$ cat config.mk
export PLATFORM = sky130hd
export DESIGN_NAME = adc5g_gray_decode_pipe
export DESIGN_NICKNAME = d
export VERILOG_FILES = /design/src/rtl/adc5g_gray_decode_pipe.sv
export SDC_FILE = /design/constraint.sdc
export NUM_CORES = 1
export LEC_CHECK = 0
export CORE_MARGIN = 3
export CORE_UTILIZATION = 23
export DETAILED_ROUTE_END_ITERATION = 10
export PLACE_DENSITY = 0.39
export SKIP_CTS_REPAIR_TIMING = 1
export SYNTH_ARGS = -nofsm -noshare
export SYNTH_HDL_FRONTEND = slang
export SYNTH_SLANG_ARGS = --single-unit
export TNS_END_PERCENT = 1
$ cat constraint.sdc
create_clock -name clk -period 3.2 [get_ports clk]
set_input_delay 0.64 -clock clk [delete_from_list [all_inputs] [get_ports clk]]
set_output_delay 0.64 -clock clk [all_outputs]
set_load 0.03 [all_outputs]
$ cat src/rtl/adc5g_gray_decode_pipe.sv
// Pipelined Gray-to-binary decoder for the ADC5G demux path: NUM_CH samples per beat,
// offset-binary / two's-complement / bypass output, sticky over-range flags and beat counter.
module adc5g_gray_decode_pipe #(
   parameter int DATA_WIDTH  = 8,
   parameter int NUM_CH      = 4,
   parameter int PIPE_STAGES = 2
) (
   input  logic                         clk,
   input  logic                         rst,
   input  logic                         in_valid,
   input  logic [NUM_CH*DATA_WIDTH-1:0] in_data,
   input  logic [1:0]                   mode,
   input  logic                         ovr_clr,
   output logic                         out_valid,
   output logic [NUM_CH*DATA_WIDTH-1:0] out_data,
   output logic [NUM_CH-1:0]            ovr_flag,
   output logic [15:0]                  ovr_count
);

   localparam int BUS_W = NUM_CH * DATA_WIDTH;
   localparam int GRP_W = (DATA_WIDTH + PIPE_STAGES - 1) / PIPE_STAGES;
   localparam int LAST  = PIPE_STAGES - 1;

   localparam logic [DATA_WIDTH-1:0] ALL_ONES = '1;
   localparam logic [15:0]           CNT_MAX  = 16'hFFFF;

   typedef enum logic [1:0] {
      MODE_OFFSET = 2'b00,
      MODE_BYPASS = 2'b01,
      MODE_TWOS   = 2'b10
   } mode_e;

   typedef struct packed {
      logic [DATA_WIDTH-1:0] word;
      logic                  par;
   } res_t;

   function automatic mode_e decode_mode(input logic [1:0] m);
      case (m)
         2'b01:   return MODE_BYPASS;
         2'b10:   return MODE_TWOS;
         default: return MODE_OFFSET;
      endcase
   endfunction

   // Resolves the MSB-first bit group owned by 'stage'. Bits above the group are already
   // binary, bits below stay Gray; par carries the binary value of the lowest resolved bit.
   function automatic res_t resolve_group(input logic [DATA_WIDTH-1:0] gc,
                                          input logic                  par_in,
                                          input int                    stage);
      res_t r;
      int   hi;
      int   lo;
      hi     = DATA_WIDTH - 1 - stage * GRP_W;
      lo     = DATA_WIDTH - (stage + 1) * GRP_W;
      if (lo < 0) lo = 0;
      r.word = gc;
      r.par  = par_in;
      for (int i = DATA_WIDTH - 1; i >= 0; i--) begin
         if (i <= hi && i >= lo) begin
            r.par     = r.par ^ gc[i];
            r.word[i] = r.par;
         end
      end
      return r;
   endfunction

   logic [PIPE_STAGES-1:0] src_vld;
   logic [BUS_W-1:0]       src_dat  [PIPE_STAGES];
   logic [NUM_CH-1:0]      src_par  [PIPE_STAGES];
   mode_e                  src_mode [PIPE_STAGES];

   logic [PIPE_STAGES-1:0] vld_d,  vld_q;
   logic [BUS_W-1:0]       dat_d  [PIPE_STAGES];
   logic [BUS_W-1:0]       dat_q  [PIPE_STAGES];
   logic [NUM_CH-1:0]      par_d  [PIPE_STAGES];
   logic [NUM_CH-1:0]      par_q  [PIPE_STAGES];
   mode_e                  mode_d [PIPE_STAGES];
   mode_e                  mode_q [PIPE_STAGES];

   logic [NUM_CH-1:0]      ovr_vec;
   logic [NUM_CH-1:0]      ovr_flag_d,  ovr_flag_q;
   logic [15:0]            ovr_count_d, ovr_count_q;

   always_comb begin : p_src
      src_vld[0]  = in_valid;
      src_dat[0]  = in_data;
      src_par[0]  = '0;
      src_mode[0] = decode_mode(mode);
      for (int k = 1; k < PIPE_STAGES; k++) begin
         src_vld[k]  = vld_q[k-1];
         src_dat[k]  = dat_q[k-1];
         src_par[k]  = par_q[k-1];
         src_mode[k] = mode_q[k-1];
      end
   end

   always_comb begin : p_stage
      res_t                  r;
      logic [DATA_WIDTH-1:0] fin;
      // NOTE: every output gets a default before any branch, so no latches are inferred.
      r       = '0;
      fin     = '0;
      ovr_vec = '0;
      for (int k = 0; k < PIPE_STAGES; k++) begin
         vld_d[k]  = src_vld[k];
         mode_d[k] = src_mode[k];
         dat_d[k]  = src_dat[k];
         par_d[k]  = src_par[k];
         if (src_mode[k] != MODE_BYPASS) begin
            for (int c = 0; c < NUM_CH; c++) begin
               r = resolve_group(src_dat[k][c*DATA_WIDTH +: DATA_WIDTH], src_par[k][c], k);
               dat_d[k][c*DATA_WIDTH +: DATA_WIDTH] = r.word;
               par_d[k][c]                          = r.par;
            end
         end
      end
      // Over-range looks at the offset-binary (or raw bypass) word before the MSB flip.
      for (int c = 0; c < NUM_CH; c++) begin
         fin        = dat_d[LAST][c*DATA_WIDTH +: DATA_WIDTH];
         ovr_vec[c] = (fin == '0) || (fin == ALL_ONES);
         if (src_mode[LAST] == MODE_TWOS) begin
            dat_d[LAST][c*DATA_WIDTH + DATA_WIDTH - 1] = ~fin[DATA_WIDTH-1];
         end
      end
   end

   always_comb begin : p_ovr
      ovr_flag_d  = ovr_flag_q;
      ovr_count_d = ovr_count_q;
      if (ovr_clr) begin
         ovr_flag_d  = '0;
         ovr_count_d = '0;
      end else if (vld_d[LAST]) begin
         ovr_flag_d = ovr_flag_q | ovr_vec;
         if ((|ovr_vec) && (ovr_count_q != CNT_MAX)) begin
            ovr_count_d = ovr_count_q + 16'd1;
         end
      end
   end

   // NOTE: sequential state uses non-blocking assignments only, so every stage samples
   // the previous stage's pre-edge value.
   always_ff @(posedge clk) begin : p_regs
      if (rst) begin
         vld_q       <= '0;
         ovr_flag_q  <= '0;
         ovr_count_q <= '0;
         // NOTE: stage data is reset as well; the last stage is out_data, which must read 0.
         for (int k = 0; k < PIPE_STAGES; k++) begin
            dat_q[k]  <= '0;
            par_q[k]  <= '0;
            mode_q[k] <= MODE_OFFSET;
         end
      end else begin
         vld_q       <= vld_d;
         ovr_flag_q  <= ovr_flag_d;
         ovr_count_q <= ovr_count_d;
         for (int k = 0; k < PIPE_STAGES; k++) begin
            if (vld_d[k]) begin
               dat_q[k]  <= dat_d[k];
               par_q[k]  <= par_d[k];
               mode_q[k] <= mode_d[k];
            end
         end
      end
   end

   assign out_valid = vld_q[LAST];
   assign out_data  = dat_q[LAST];
   assign ovr_flag  = ovr_flag_q;
   assign ovr_count = ovr_count_q;

endmodule

-- After elaboration in Yosys (flattened, before gate mapping)
Memories as Yosys holds them, arrays and structs flattened.
Index checks and enable logic that the tools add are counted.
- register bits after elaboration: 22
- bits in writable memories: 76
- output and inout bits: 53
- memories: 3
- $add $sub $neg: 1
- equality and inequality tests: 10
- multiplexer cells: 47
- bitwise logic cells: 39
- reductions and logical operators: 12
- memories (name ; depth ; width ; read ports ; clocked after Yosys merged registers in ; wr ports ; line ; RTL):
    dat_q ; 2 ; 32 ; 2 ; 0 ; 2 ; 75 ; logic [BUS_W-1:0] dat_q [PIPE_STAGES];
    par_q ; 2 ; 4 ; 1 ; 0 ; 2 ; 77 ; logic [NUM_CH-1:0] par_q [PIPE_STAGES];
    mode_q ; 2 ; 2 ; 1 ; 0 ; 2 ; 79 ; mode_e mode_q [PIPE_STAGES];
- operators by type and width (kind ; count):
    $mux W32 ; 2
    $mux W1 ; 36
    $eq A8 B8 Y1 const B ; 4
    $logic_not A8 Y1 ; 4
    $mux W31 ; 1
    $mux W28 ; 1
    $xor A1 B1 Y1 ; 28
    $add A16 B1 Y16 const B ; 1
    $mux W4 ; 4
    $ne A16 B16 Y1 const B ; 1
    $or A1 B1 Y1 ; 6
    $eq A2 B2 Y1 const B ; 2
    $logic_or A1 B1 Y1 ; 4
    $mux W2 ; 2
    $ne A2 B1 Y1 const B ; 2
    $not A1 Y1 ; 4
    $or A4 B4 Y4 ; 1
    $pmux W2 S2 ; 1
    $reduce_or A4 Y1 ; 1
    $eq A2 B1 Y1 const B ; 1
    $reduce_and A2 Y1 ; 1
    $reduce_or A2 Y1 ; 1
    $logic_and A1 B1 Y1 ; 1

-- Depth between registers and ports, before layout
An unclocked memory read counts as a cell.
- depth after elaboration: 14
- depth in mapped cells: 11
- gate-level depth less buffers: 8

-- Least setup slack after synthesis
No wires, ideal clock.
- path type: register to register
- start point: register ovr_count_q[6], in the netlist ovr_count[6]
- end point: register ovr_count_q[4], in the netlist ovr_count[4]
- library setup time: 129 ps
- arrival: 2236 ps
- path slack: 835 ps
- cell stages (with the launch flop): 9
- period minus slack after synthesis: 2365 ps
- cells stage by stage: dfxtp_1 and3_1 and3_1 and3_1 nand3_1 nor3_1 clkbuf_1 nor4_1 mux2i_1
- word-level cells in the longest chain between the ends: 3
- RTL lines (item ; line ; RTL):
    from (decl) ; 83 ; logic [15:0] ovr_count_d, ovr_count_q;
    from (signal assigned) ; 158 ; ovr_count_q <= ovr_count_d;
    $ne A16 B16 Y1 ; 136 ; if ((|ovr_vec) && (ovr_count_q != CNT_MAX)) begin
    $logic_and A1 B1 Y1 ; 136 ;
    $reduce_and A2 Y1 (no source line) ; -- ;
No other way between the ends.
A chain may end at the register's enable or synchronous reset.

==> run summary <==
Worst skew pair latency = 0.35 ns
Maximum VDD drop = 0.253 mV
Syn avg cell area = 10.7 um2
Final worst slack = 0.494 ns
CP arrival = 2.98 ns
Die extent in y = 149 um
Most common flop cell mapped by yosys = edfxtp_1
DRT antenna net count = 0
GPL Wtd Cong = 0.741
Mapped cell area = 4680 um2
Post-layout util = 30.2%
Final slew viol count = 0
CP Launch Type = flop
CTS buffer count = 9
Root buf cell = clkbuf_16
Initial antenna violation count = 0
Final setup viols = 0
Synth Area in Simple Gates = 19.3%
GRT Residual Overflow = 0
# DRC = 0
Net switching power = 863 uW
Largest cells by area after synthesis = edfxtp_1 45%, dfxtp_1 9.4%, xor2_1 5.2%, buf_4 5.1%, xnor2_1 5.0%
Cell Pwr Density = 536 nW/um2
Drt pass-1 iters = 5
Max Fanout on Critical Path = 31
XOR/XNOR Fraction of Synth Area = 10.6%
Hold_ws = 0.472 ns
Slew margin rel. = 46.1%
Adder-cell share of the synthesized area = 0.267%
Tcrit/Tclk final = 84.6%
Area of the core = 19700 um2
Clock network power share = 35.9%
Global-route wire length before repair = 18200 um
Reg clk slew, reported paths = 0.07 ns
Final Instance Count excl. Fillers = 761
Max_cap viols = 0
CTS tree = yes
Initial core utilization = 23.8%
# IOs = 91
Placed cell area = 5650 um2
Overall power = 3.20 mW
Layout cells sized above 1 = 6.45%
Clk_skew = 0.00703 ns
Combinational share of power = 18.4%
Layout Nets = 530
Final Hold Viols = 0
Critical path required time = 3.48 ns
Crit path time final = 2.71 ns
Outcome = completed
Post-place setup slack = 0.462 ns
Synth cell types = 37
Die ar. = 22100 um2
Compound-Gate Fraction of Synth Area = 7.83%
Finished Cell Area = 5960 um2
Synth Instances = 438
Synth top area share = 44.9%
Hpwl dp = 8610 um
1st-iter DRT viols = 173
Die width = 149 um
Hold Crit Class = reg -> reg
Routed vias = 3244
Area growth from synthesis to layout = 27.3%
Pint = 2.33 mW
Post-synth EDFFs = 70
Placed Cells = 745
Share of synthesized registers carrying an async set or reset = 0%
Max Clk Rate = 0.370 GHz
WL per Instance = 15.1 um
GR Util All Layers = 10.7%
Number of diodes = 0
Post-synth top area cell = edfxtp_1
Yosys warns = 0
Port bufs = 90
Syn Nets = 477
Switching share of power = 27.0%
Vias in the first global route = 3297
Largest net degree at the start of global routing = 39
Crit Path Class = reg -> reg
Setup TNS = 0 ns
Fillers = 2042
Reg power frac = 45.7%
Mux share of post-synthesis cell area = 0.214%
Unrepaired setup endpoints after global routing = no
Site Rows = 51
Crit path capture type = flop
Maximum buffer depth of the clock tree = 2
DR vias/cell = 4.26
Htree depth = 3
Worst Max-Slew Pin Slew = 0.800 ns
Routed WL = 11500 um
CTS Sinks = 92
P_leak = 2.05 nW
Largest family of logic cells by synthesized area = simple AND/OR/NAND/NOR gates
FF+latch count, synth = 92
Sequential fraction of the synthesis area = 54.3%
[critical path, stage by stage (launching register included)]
cell and delay [ns]:
edfxtp_1 0.52, xor2_1 0.28, xnor2_1 0.14, nor2_1 0.07
xnor2_1 0.15, o31ai_2 0.44, nor4_2 0.09, buf_4 0.24
or4_1 0.52, a21oi_1 0.15
[cell families (layout without fill, tap and decap cells)]
logic type      after synthesis  in the layout
mux                           1              1
fa+ha+maj                     1              1
compound gates               57             57
xor+xnor                     56             56
flops                        92             92
simple gates                174            174
buf+inv                      57            115
[sequential cells by signal, summed over array words and instances, names as in the netlist]
register	count
mode_q	2
ovr_flag	4
vld_q	2
par_q	4
ovr_count	16
dat_q	64
[power groups by stage]
stage	clock (mW)	combinational, mW	sequential (mW)
finish	1.15	0.588	1.46
global route	1.24	0.641	1.47
CTS	1.18	0.597	1.46
detailed placement	0	0.594	1.49
global placement	0	0.590	1.49
floorplan	0	0.451	1.46
[routing by layer]
metal / share of wire [%] / GRT usage (%)
met5: 0 / 0
met4: 1.4 / 3.74
met3: 6.2 / 3.38
met2: 46 / 16.8
met1: 46 / 14.0
[synth_stat cells (11+ instances only)]
master and instances:
o31ai_1 11, xnor2_1 27, nand2_1 27, nor2_1 47, dfxtp_1 22, a21oi_1 21
edfxtp_1 70, nor2b_1 36, o21ai_0 11, buf_4 32, xor2_1 28, clkbuf_1 13
[layout make-up]
class / instances / area, um2 / share of cell area (%)
Clock buffer: 9 / 225 / 3.78
Sequential cell: 92 / 2540 / 42.6
Timing Repair Buffer: 99 / 968 / 16.2
Multi-Input combinational cell: 289 / 1800 / 30.2
Clock inverter: 7 / 91.3 / 1.53
Tap cell: 265 / 332 / 5.56
[final timing paths]
check | from | to | slack [ns] | cells after the start
max | dat_q[0][10]$_SDFFCE_PP0P_ | ovr_count[12]$_SDFFE_PP0P_ | 0.49 | 9
min | ovr_flag[3]$_SDFFE_PP0P_ | ovr_flag[3]$_SDFFE_PP0P_ | 0.47 | 2
max reg2reg | dat_q[0][10]$_SDFFCE_PP0P_ | ovr_count[12]$_SDFFE_PP0P_ | 0.49 | 9
min reg2reg | ovr_flag[3]$_SDFFE_PP0P_ | ovr_flag[3]$_SDFFE_PP0P_ | 0.47 | 2
[layout by cell type, fill, tap and decap left out, types with 2 or more instances in the layout]
cell | netlist | layout
a21oi_1 | 21 | 21
clkinv_4 | 0 | 2
a21o_1 | 4 | 4
xnor2_1 | 27 | 27
nand4_1 | 10 | 10
nor3_1 | 6 | 6
and2_1 | 2 | 2
nand3_1 | 6 | 6
nand2b_1 | 2 | 2
bufinv_16 | 0 | 2
nand2_1 | 27 | 27
clkbuf_16 | 0 | 9
or2_2 | 3 | 3
a41oi_1 | 3 | 3
edfxtp_1 | 70 | 70
o31ai_1 | 11 | 11
clkdlybuf4s50_1 | 0 | 90
or3_1 | 10 | 10
clkinv_2 | 0 | 2
buf_4 | 32 | 9
or4_1 | 10 | 10
o31ai_2 | 2 | 2
and3_1 | 6 | 6
nor4_1 | 8 | 7
xor2_1 | 28 | 28
nor2b_1 | 36 | 36
nor2_1 | 47 | 46
dfxtp_1 | 22 | 22
o21ai_0 | 11 | 11
No activity file was read; power rests on OpenSTA's default activity.
